--- src/rtl/pc_seq.sv ---
// Program-counter sequencer with relative/absolute branches and a circular
// return-address stack that overwrites its oldest entry on overflow.
module pc_seq #(
  parameter int              WIDTH     = 16,
  parameter int              RAS_DEPTH = 4,
  parameter logic [WIDTH-1:0] RESET_VEC = '0,
  parameter logic [WIDTH-1:0] INC       = WIDTH'(1)
) (
  input  logic                           clk,
  input  logic                           reset,
  input  logic                           en,
  input  logic [2:0]                     op,
  input  logic [WIDTH-1:0]               target,
  output logic [WIDTH-1:0]               q,
  output logic                           taken,
  output logic [$clog2(RAS_DEPTH+1)-1:0] ras_count,
  output logic                           ras_full,
  output logic                           ras_empty,
  output logic                           ovf,
  output logic                           unf
);

  localparam int CW = $clog2(RAS_DEPTH + 1);
  localparam int PW = $clog2(RAS_DEPTH);

  typedef enum logic [2:0] {
    OP_NEXT   = 3'd0,
    OP_BRANCH = 3'd1,
    OP_JUMP   = 3'd2,
    OP_CALL   = 3'd3,
    OP_RET    = 3'd4
  } op_e;

  logic [WIDTH-1:0] stack [RAS_DEPTH];
  logic [PW-1:0]    ptr;
  logic [PW-1:0]    ptrInc;
  logic [PW-1:0]    ptrDec;
  logic [WIDTH-1:0] seqPc;
  logic [WIDTH-1:0] nextQ;
  logic             nextTaken;
  logic             doPush;
  logic             doPop;
  logic             setUnf;

  // ptr always names the slot the next push writes; the top lives one below it
  assign ptrInc = (ptr == PW'(RAS_DEPTH - 1)) ? '0 : ptr + 1'b1;
  assign ptrDec = (ptr == '0) ? PW'(RAS_DEPTH - 1) : ptr - 1'b1;
  assign seqPc  = q + INC;

  assign ras_full  = (ras_count == CW'(RAS_DEPTH));
  assign ras_empty = (ras_count == '0);

  always_comb begin
    nextQ     = seqPc;
    nextTaken = 1'b0;
    doPush    = 1'b0;
    doPop     = 1'b0;
    setUnf    = 1'b0;
    case (op_e'(op))
      OP_BRANCH: begin
        nextQ     = q + target;
        nextTaken = 1'b1;
      end
      OP_JUMP: begin
        nextQ     = target;
        nextTaken = 1'b1;
      end
      OP_CALL: begin
        nextQ     = target;
        nextTaken = 1'b1;
        doPush    = 1'b1;
      end
      OP_RET: begin
        if (!ras_empty) begin
          nextQ     = stack[ptrDec];
          nextTaken = 1'b1;
          doPop     = 1'b1;
        end else begin
          setUnf = 1'b1;
        end
      end
      default: ;
    endcase
  end

  always_ff @(posedge clk) begin
    if (reset) begin
      q         <= RESET_VEC;
      taken     <= 1'b0;
      ras_count <= '0;
      ptr       <= '0;
      ovf       <= 1'b0;
      unf       <= 1'b0;
    end else if (en) begin
      q     <= nextQ;
      taken <= nextTaken;
      // a full stack keeps its count; the wrapped pointer overwrites the oldest
      if (doPush) begin
        ptr <= ptrInc;
        if (ras_full) begin
          ovf <= 1'b1;
        end else begin
          ras_count <= ras_count + 1'b1;
        end
      end
      if (doPop) begin
        ptr       <= ptrDec;
        ras_count <= ras_count - 1'b1;
      end
      if (setUnf) begin
        unf <= 1'b1;
      end
    end else begin
      taken <= 1'b0;
    end
  end

  always_ff @(posedge clk) begin
    if (!reset && en && doPush) begin
      stack[ptr] <= seqPc;
    end
  end

endmodule

--- config.mk ---
export PLATFORM = sky130hd
export DESIGN_NAME = pc_seq
export DESIGN_NICKNAME = d
export VERILOG_FILES = /design/src/rtl/pc_seq.sv
export SDC_FILE = /design/constraint.sdc
export NUM_CORES = 1
export LEC_CHECK = 0
export CELL_PAD_IN_SITES_DETAIL_PLACEMENT = 0
export CELL_PAD_IN_SITES_GLOBAL_PLACEMENT = 1
export CORE_MARGIN = 2
export CORE_UTILIZATION = 45
export DETAILED_ROUTE_END_ITERATION = 12
export MAX_ROUTING_LAYER = met4
export PLACE_DENSITY_LB_ADDON = 0.1
export SYNTH_ARGS = -nofsm -noshare
export SYNTH_HDL_FRONTEND = slang
export SYNTH_SLANG_ARGS = --single-unit
export TNS_END_PERCENT = 50
--- constraint.sdc ---
create_clock -name clk -period 3.05 [get_ports clk]
set_input_delay 0.61 -clock clk [delete_from_list [all_inputs] [get_ports clk]]
set_output_delay 0.61 -clock clk [all_outputs]
set_load 0.05 [all_outputs]
* After elaboration in Yosys (flattened, before gate mapping) *
Memories as Yosys holds them, arrays and structs flattened.
Cells that the tools add are included.

storage, ports and cells
  bits in registers = 24
  bits in writable memories = 64
  input port bits = 22
  memories kept = 1

cells by class
  add/subtract/negate cells = 6
  equality and inequality tests = 7
  mux-type cells = 17
  bitwise logic cells = 1
  reduce and logical (&&, ||, !) cells = 13

memory list
  memory  words  bits a word  rd ports  clocked after memory_dff  wr ports  RTL line  RTL
  stack   4      16           1         0                         1         34        logic [WIDTH-1:0] stack [RAS_DEPTH];

operator list
  cell                                                    number
  case mux 16 bit (3 select lines)                        1
  adder 16 x 1 -> 16 bit (second input constant)          1
  adder 16 bit                                            1
  two-way mux 16 bit                                      1
  two-way mux 3 bit                                       3
  two-way mux 2 bit                                       4
  two-way mux 1 bit                                       7
  equality test 3 x 2 -> 1 bit (second input constant)    2
  equality test 3 bit (second input constant)             2
  AND reduction 3 bit                                     2
  AND reduction 2 bit                                     2
  OR reduction 2 bit                                      2
  adder 3 x 1 -> 3 bit (second input constant)            1
  equality test 3 x 1 -> 1 bit (second input constant)    1
  logical NOT 3 bit                                       1
  OR reduction 3 bit                                      1
  subtractor 3 x 1 -> 3 bit (second input constant)       1
  adder 2 x 1 -> 2 bit (second input constant)            1
  equality test 2 bit (second input constant)             1
  logical AND 1 bit                                       2
  logical NOT 2 bit                                       1
  inequality test 2 x 1 -> 1 bit (second input constant)  1
  case mux 1 bit (2 select lines)                         1
  nonzero test 2 bit                                      1
  3 further kinds                                         3

* Longest topological paths before layout *
Gate-level depths: netlist of the first run.

  depth after elaboration = 5
  depth in mapped cells = 10
  gate-level depth less buffers = 9

* Worst setup path after synthesis of the first run *
No wires, ideal clock.

  path type = register to register
  start point = reg ras_count[2]
  end point = reg ras_count[0]
  arrival = 2.502 ns
  data required time = 2.922 ns
  path slack = 0.420 ns
  stages on the path, launching flop included = 7
  buffers on the path = 0
  period minus slack after synthesis = 2.630 ns
  cells stage by stage = dfxtp_1 -> nor3b_1 -> nand2b_1 -> o211ai_1 -> nor2_1 -> a21oi_1 -> nor2_1

on the way
  elaborated cells on any way between the ends = 8
  those cells by class = eq/ne (2); mux (3); reduce/logical (3)

RTL lines
  what                                      RTL line  RTL
  start: declaration                        16        output logic [$clog2(RAS_DEPTH+1)-1:0] ras_count,
  start signal: assignment                  103       ras_count <= ras_count + 1'b1;
  start signal: assignment                  108       ras_count <= ras_count - 1'b1;
  equality test 3 bit                       50        assign ras_full = (ras_count == CW'(RAS_DEPTH));
  net ras_full                              17        output logic ras_full,
  inequality test 2 x 1 -> 1 bit (no line)  n/a
  AND reduction 3 bit (no line)             n/a

The timed path passes the listed nets, and every way through them passes these cells.
A chain may end at the register's enable or synchronous reset.

* Worst setup path after layout of the first run *
  start point = in target[0]
  end point = reg q[12]

on the way
  cells in the longest elaborated chain, start to end = 2

ends and longest elaborated chain
  what                              RTL line  RTL
  start: declaration                13        input logic [WIDTH-1:0] target,
  adder 16 bit                      61        nextQ = q + target;
  case mux 16 bit (3 select lines)  59        case (op_e'(op))
  end signal: assignment            95        q <= nextQ;
  end: declaration                  14        output logic [WIDTH-1:0] q,

Every way passes these cells.

==> impl_metrics.py, run 1 <==
metrics = {
    "floorplanning": {
        "die-width_um": 107,
        "die_area_mm2": 0.0115,
        "fp-row-count": 37,
        "floorplan.initialDensity": 0.465,
        "boundaryPins": 46,
        "core_region_area_mm2": 0.0103,
        "die_h_um": 107,
    },
    "placed_design": {
        "post-dp-hpwl_um": 8810,
        "placement.io_buffers": 45,
        "routabilityCongestion": 0.888,
    },
    "final_layout": {
        "finish.net_count": 513,
        "drive_above_1_share": 0.143,
        "most_used_cells_in_the_layout_excluding_fill_and_tap_cells": "edfxtp_1, clkdlybuf4s50_1, nand2_1",
        "final_core_util": 0.547,
        "antennaDiodeCount": 0,
        "syn2layout_area_growth_pct": 17.7,
        "most_common_cell_after_layout_fill_and_taps_aside": "edfxtp_1",
    },
    "sta": {
        "ratio_of_final_minimum_period_to_clock_period": 0.865,
        "final_max_slew_viol_count": 0,
        "grt_setup_unrepaired": "false",
        "max_slew_margin": 0.586,
        "worst-slew-pin-transition_ps": 613,
        "post-route-min-period_ps": 2640,
        "fin_setup_tns_ps": 0,
        "max_freq_ghz": 0.379,
        "setup-violations-final": 0,
        "final-hold-violation-count": 0,
        "clock_skew_ps": 15.0,
    },
    "worst_hold_path": {
        "whs_endpoint": "unf",
        "timing.hold.worst_path_depth": 2,
        "holdCritPathClass": "reg2reg",
        "hold_start": "unf",
    },
    "drt": {
        "drt_first_iter_violations": 225,
        "detail_route.wl_per_cell_um": 19.4,
        "vias": 3511,
        "drc_errors": 0,
        "drt_first_pass_iters": 4,
        "viasPerCell": 5.76,
        "route.final.wire_length_um": 11900,
        "antenna_left": 0,
    },
    "global_routing": {
        "grt_antenna_before_repair": 0,
        "global_route.overflow_total": 0,
        "grt_max_degree": 22,
        "grt_usage": 0.226,
        "first_global_vias": 3385,
        "grt_first_pass_wirelength_um": 18800,
    },
    "power_and_ir_drop": {
        "p_leak_nw": 1.99,
        "power.clock.fraction": 0.306,
        "pwr_density_cell_mw_per_mm2": 473,
        "switching_share": 0.289,
        "net-switching-power_mw": 0.771,
        "seqPwrFrac": 0.508,
        "max-vdd-ir-drop_mv": 0.284,
        "comb_power_share": 0.185,
        "p_int_mw": 1.90,
    },
    "clocking": {
        "cts_tree": "yes",
        "cts.repair_timing.setup_buffer_count": 0,
        "max-clock-path-buffers": 2,
        "cts_root_buffer": "clkbuf_8",
        "post_cts_resize_count": 0,
        "cts.hold.buffers_added": 0,
        "clkSlewWorstSetupHoldPaths_ps": 100,
        "numCtsBuffers": 9,
        "cts.sinks": 88,
        "worst_skew_pair.late_latency_ps": 360,
        "htreeDepth": 3,
    },
    "setup_path": {
        "crit_path_max_fanout": 3,
        "worstPathBufferInverterCount": 2,
        "critical-path-slowest-cell": "clkdlybuf4s50_1",
        "path_delay_family": "compound AO/OA/AOI/OAI gates",
        "critical_path.endpoint_type": "flip-flop",
        "longest_individual_stage_delay_on_the_worst_path_ps": 500,
        "arrival_ps": 2910,
        "regToRegSetupSlack_ps": 520,
        "worstPathCellList": "clkdlybuf4s50_1 > ha_1 > inv_1 > fa_1 > nor2b_1 > o31a_1 > o311ai_2 > a21boi_1 > mux2_1 > o32ai_1",
        "worst_r2r_startpoint": "ptr[0]",
        "critical_path_required_ps": 3320,
        "worst_setup_path_start_kind": "input port",
        "critical_setup_path_kind": "in2reg",
        "worst-r2r-cell-count": 7,
        "critical_register_to_register_path_endpoint": "q[14]",
    },
    "synthesis": {
        "postSynthRegisterBits": 88,
        "postSynthNetCount": 459,
        "synth.top_cells.by_area": "edfxtp_1, dfxtp_1, mux4_2, ha_1, nand2_1",
        "synth_warnings": 0,
        "largest_area_contributor_in_the_netlist": "edfxtp_1",
        "netlist.area_leader.share": 0.401,
        "post_synth_num_cell_types": 72,
        "synth-seq-area-share": 0.501,
        "synth_area_per_cell_um2": 11.6,
        "postSynth.asyncResetShare": 0,
        "synth_cells": 415,
        "postSynth.topFlopCell": "edfxtp_1",
        "synth.cell_area_mm2": 0.00480,
        "synth_enable_flop_cells": 64,
    },
    "status": {
        "outcome": "complete, no violations",
    },
    "run": {
        "cap_violations": 0,
    },
}
worst register-to-register path, stage by stage, from the launching register on:
cell	delay (ps)
dfxtp_1	440
inv_1	90
ha_1	280
buf_4	320
mux4_2	570
a221oi_1	410
o22ai_1	130
a31o_2	220
cell type report:
class                   instances  area (um^2)
clock buffers                  10          128
multi-input cells             297         2260
fillers                       909         4680
repair buffers                 62          578
flip-flops and latches         88         2400
well taps                     136          170
clock inverters                 6         67.6
inverters                      11         41.3
layer usage:
| layer | routed length [um] | vias up | track usage |
|---|---|---|---|
| met1 | 5690 | 1699 | 0.339 |
| met4 | 296 | 0 | 0.0788 |
| met3 | 723 | 18 | 0.0407 |
| met5 | 0 | - | - |
| li1 | - | 1696 | - |
| met2 | 5150 | 98 | 0.309 |
power groups by stage:
stage | sequential (mW) | clock [mW] | combinational [mW]
after floorplan | 1.44 | 0 | 0.272
after global placement | 1.38 | 0 | 0.490
after detailed placement | 1.38 | 0 | 0.493
after CTS | 1.36 | 0.834 | 0.495
after global routing | 1.36 | 0.885 | 0.540
final | 1.36 | 0.818 | 0.494
worst max-delay path by stage:
stage                 start           end  slack (ps)  cells after the start
6_report          target[0]         q[12]         410                     10
5_1_grt           target[0]         q[12]         240                     10
4_1_cts           target[0]         q[12]         400                     10
3_5_place_dp      target[0]         q[12]          40                     10
3_3_place_gp      target[0]         q[12]         110                     10
2_1_floorplan  ras_count[2]  ras_count[0]         420                      6
through the flow:
step                instance area, um^2  std cells  hold WS, ps  setup WS (ps)  total power, mW
detailed placement                 5450        594          463           40.3             1.88
global placement                   5450        594          455            107             1.87
global route                       5640        610          509            243             2.79
floorplan                          4800        415          498            420             1.71
finish                             5640        610          495            412             2.67
CTS                                5640        610          489            401             2.69
Yosys cell counts, types with 8 or more instances:
cell type and instances:
a211oi_1 9, a21oi_1 17, a221oi_1 9, clkbuf_1 8, dfxtp_1 24, edfxtp_1 64
ha_1 20, inv_1 10, mux4_2 16, nand2_1 43, nand3_1 15, nor2_1 37
o21ai_0 13, xnor2_1 12, xor2_1 9
sequential cells by signal (all words and copies together), names as in the netlist:
register   cells
stack         64
q             16
ras_count      3
ptr            2
ovf            1
taken          1
unf            1
cell families after synthesis:
| group | count (synthesis) | share of synthesized area |
|---|---|---|
| simple gates | 144 | 0.147 |
| fa+ha+maj | 22 | 0.0605 |
| xor+xnor | 23 | 0.0475 |
| buf+inv | 30 | 0.0284 |
| compound gates | 91 | 0.138 |
| mux | 17 | 0.0775 |
| flops | 88 | 0.501 |
Power figures use the tool's default switching activity.
==> inputs of run 2 (changes only) <==
--- a/config.mk
+++ b/config.mk
@@ -7,11 +7,11 @@
 export LEC_CHECK = 0
 export CELL_PAD_IN_SITES_DETAIL_PLACEMENT = 0
 export CELL_PAD_IN_SITES_GLOBAL_PLACEMENT = 1
-export CORE_MARGIN = 2
 export CORE_UTILIZATION = 45
 export DETAILED_ROUTE_END_ITERATION = 12
 export MAX_ROUTING_LAYER = met4
 export PLACE_DENSITY_LB_ADDON = 0.1
+export SLEW_MARGIN = 20
 export SYNTH_ARGS = -nofsm -noshare
 export SYNTH_HDL_FRONTEND = slang
 export SYNTH_SLANG_ARGS = --single-unit
==> run 2 against run 1 <==
First-iteration DRC count increased by 3.1%. Sequential power about the same. Register-to-register slack improved by 30 ps. Utilization about the same. Combinational power about the same. Critical endpoint unchanged. Largest cell class unchanged. Highest routed layer unchanged.
==> impl_metrics.py, run 2 (synthesis results as in run 1) <==
metrics = {
    "clocking": {
        "numCtsBuffers": 9,
        "max-clock-path-buffers": 2,
        "cts_root_buffer": "clkbuf_8",
        "clkSlewWorstSetupHoldPaths_ps": 90,
        "cts_tree": "yes",
        "htreeDepth": 3,
        "post_cts_resize_count": 0,
        "cts.hold.buffers_added": 0,
        "worst_skew_pair.late_latency_ps": 350,
        "cts.repair_timing.setup_buffer_count": 0,
        "cts.sinks": 88,
    },
    "run": {
        "cap_violations": 0,
    },
    "global_routing": {
        "top_usage_layer": "met1",
        "grt_usage": 0.234,
        "grt_max_degree": 24,
        "first_global_vias": 3384,
        "global_route.overflow_total": 0,
        "use_met3": 0.0359,
        "grt_first_pass_wirelength_um": 19000,
        "grt_antenna_before_repair": 0,
        "use_met2": 0.332,
        "grt_use_met1": 0.350,
    },
    "drt": {
        "detail_route.wl_per_cell_um": 19.2,
        "route.final.wire_length_um": 11700,
        "viasPerCell": 5.75,
        "antenna_left": 0,
        "vias": 3513,
        "drc_errors": 0,
        "drt_first_iter_violations": 232,
        "drt_first_pass_iters": 5,
    },
    "sta": {
        "worst-slew-pin-transition_ps": 640,
        "fin_setup_tns_ps": 0,
        "ratio_of_final_minimum_period_to_clock_period": 0.877,
        "whs_ps": 486,
        "max_slew_margin": 0.568,
        "grt_setup_unrepaired": "false",
        "setup-violations-final": 0,
        "clock_skew_ps": 11.0,
        "final-hold-violation-count": 0,
        "max_freq_ghz": 0.374,
        "final_max_slew_viol_count": 0,
        "post-route-min-period_ps": 2680,
        "final.setup.worst_slack_ps": 374,
    },
    "setup_path": {
        "worst-r2r-cell-count": 7,
        "crit_path_max_fanout": 4,
        "critical_register_to_register_path_endpoint": "q[10]",
        "critical_path.endpoint_type": "flip-flop",
        "critical_path_required_ps": 3310,
        "longest_individual_stage_delay_on_the_worst_path_ps": 480,
        "arrival_ps": 2940,
        "regToRegSetupSlack_ps": 550,
        "critical-path-slowest-cell": "clkdlybuf4s50_1",
        "critical_setup_path_kind": "in2reg",
        "worstPathCellList": "clkdlybuf4s50_1 > ha_1 > inv_1 > fa_1 > nor2b_1 > o31a_1 > o311ai_2 > a21boi_1 > mux2_1 > o32ai_1",
        "worst_r2r_startpoint": "ptr[0]",
        "startpoint": "target[0]",
        "worst_setup_path_start_kind": "input port",
    },
    "floorplanning": {
        "die_h_um": 105,
        "core_region_area_mm2": 0.0103,
        "fp-row-count": 37,
        "boundaryPins": 46,
        "die-width_um": 105,
        "die_area_mm2": 0.0111,
        "floorplan.initialDensity": 0.465,
    },
    "power_and_ir_drop": {
        "p_leak_nw": 2.00,
        "max-vdd-ir-drop_mv": 0.204,
        "overall_power_of_the_completed_layout_mw": 2.66,
        "pwr_density_cell_mw_per_mm2": 471,
    },
    "placed_design": {
        "detailedPlace.worstSlack_ps": 6.77,
        "placedInstanceArea_mm2": 0.00546,
        "placement.io_buffers": 45,
        "post-dp-hpwl_um": 8730,
        "routabilityCongestion": 0.880,
    },
    "worst_hold_path": {
        "timing.hold.worst_path_depth": 2,
        "hold_start": "unf",
        "whs_endpoint": "unf",
        "holdCritPathClass": "reg2reg",
    },
    "final_layout": {
        "largest_register_ffs": 64,
        "nFillCells": 923,
        "reg.largest.list": "stack (64), q (16), ras_count (3)",
        "most_used_cells_in_the_layout_excluding_fill_and_tap_cells": "edfxtp_1, clkdlybuf4s50_1, nand2_1",
        "most_common_cell_after_layout_fill_and_taps_aside": "edfxtp_1",
        "syn2layout_area_growth_pct": 17.8,
        "drive_above_1_share": 0.143,
        "finish.net_count": 514,
        "antennaDiodeCount": 0,
        "max_flop_register": "stack",
        "finalInstanceArea_mm2": 0.00565,
    },
    "status": {
        "outcome": "complete, no violations",
    },
}
run 2: cell count changes in the layout (fill, tap and decap cells not counted):
cell,previous run,this run
clkinvlp_4,2,0
buf_4,17,18
clkbuf_1,1,0
inv_6,1,2
clkinv_1,0,2
run 2: area by class of cell:
| type | instances | area, um^2 | share of cell area |
|---|---|---|---|
| clock inverters | 7 | 68.8 | 0.0122 |
| flip-flops and latches | 88 | 2400 | 0.425 |
| inverters | 11 | 41.3 | 0.00731 |
| multi-input cells | 297 | 2260 | 0.400 |
| clock buffers | 9 | 124 | 0.0219 |
| well taps | 136 | 170 | 0.0301 |
| repair buffers | 63 | 586 | 0.104 |
run 2: worst max-delay path: cells and delay by family:
| kind | cells | cell delay (ps) |
|---|---|---|
| buffers and inverters | 2 | 550 |
| AOI/OAI and AO/OA | 4 | 680 |
| adders and majority gates | 2 | 580 |
| and+or+nand+nor | 1 | 180 |
| muxes | 1 | 340 |
run 2: layer usage:
layer  up-vias  wire length [um]
li1       1692                 -
met1      1709              5880
met2        97              5120
met3        15               525
met4         0               178
met5         -                 0
run 2: worst max path at each step:
stage	endpoint	slack, ps	depth (start not counted)
5_1_grt	q[12]	220	10
3_3_place_gp	q[12]	70	10
6_report	q[12]	370	10
4_1_cts	q[12]	390	10
2_1_floorplan	ras_count[0]	420	6
3_5_place_dp	q[12]	7	10
run 2: where the power goes:
| part | total [mW] | switching [mW] | internal [mW] |
|---|---|---|---|
| Combinational | 0.496 | 0.291 | 0.205 |
| Sequential | 1.36 | 0.0447 | 1.31 |
| Clock | 0.810 | 0.430 | 0.379 |
run 2: metrics by stage:
stage           util  cells
2_1_floorplan      -    415
3_5_place_dp   0.529    595
6_report       0.547    611
5_1_grt        0.547    611
4_1_cts        0.547    611
3_3_place_gp   0.529    595
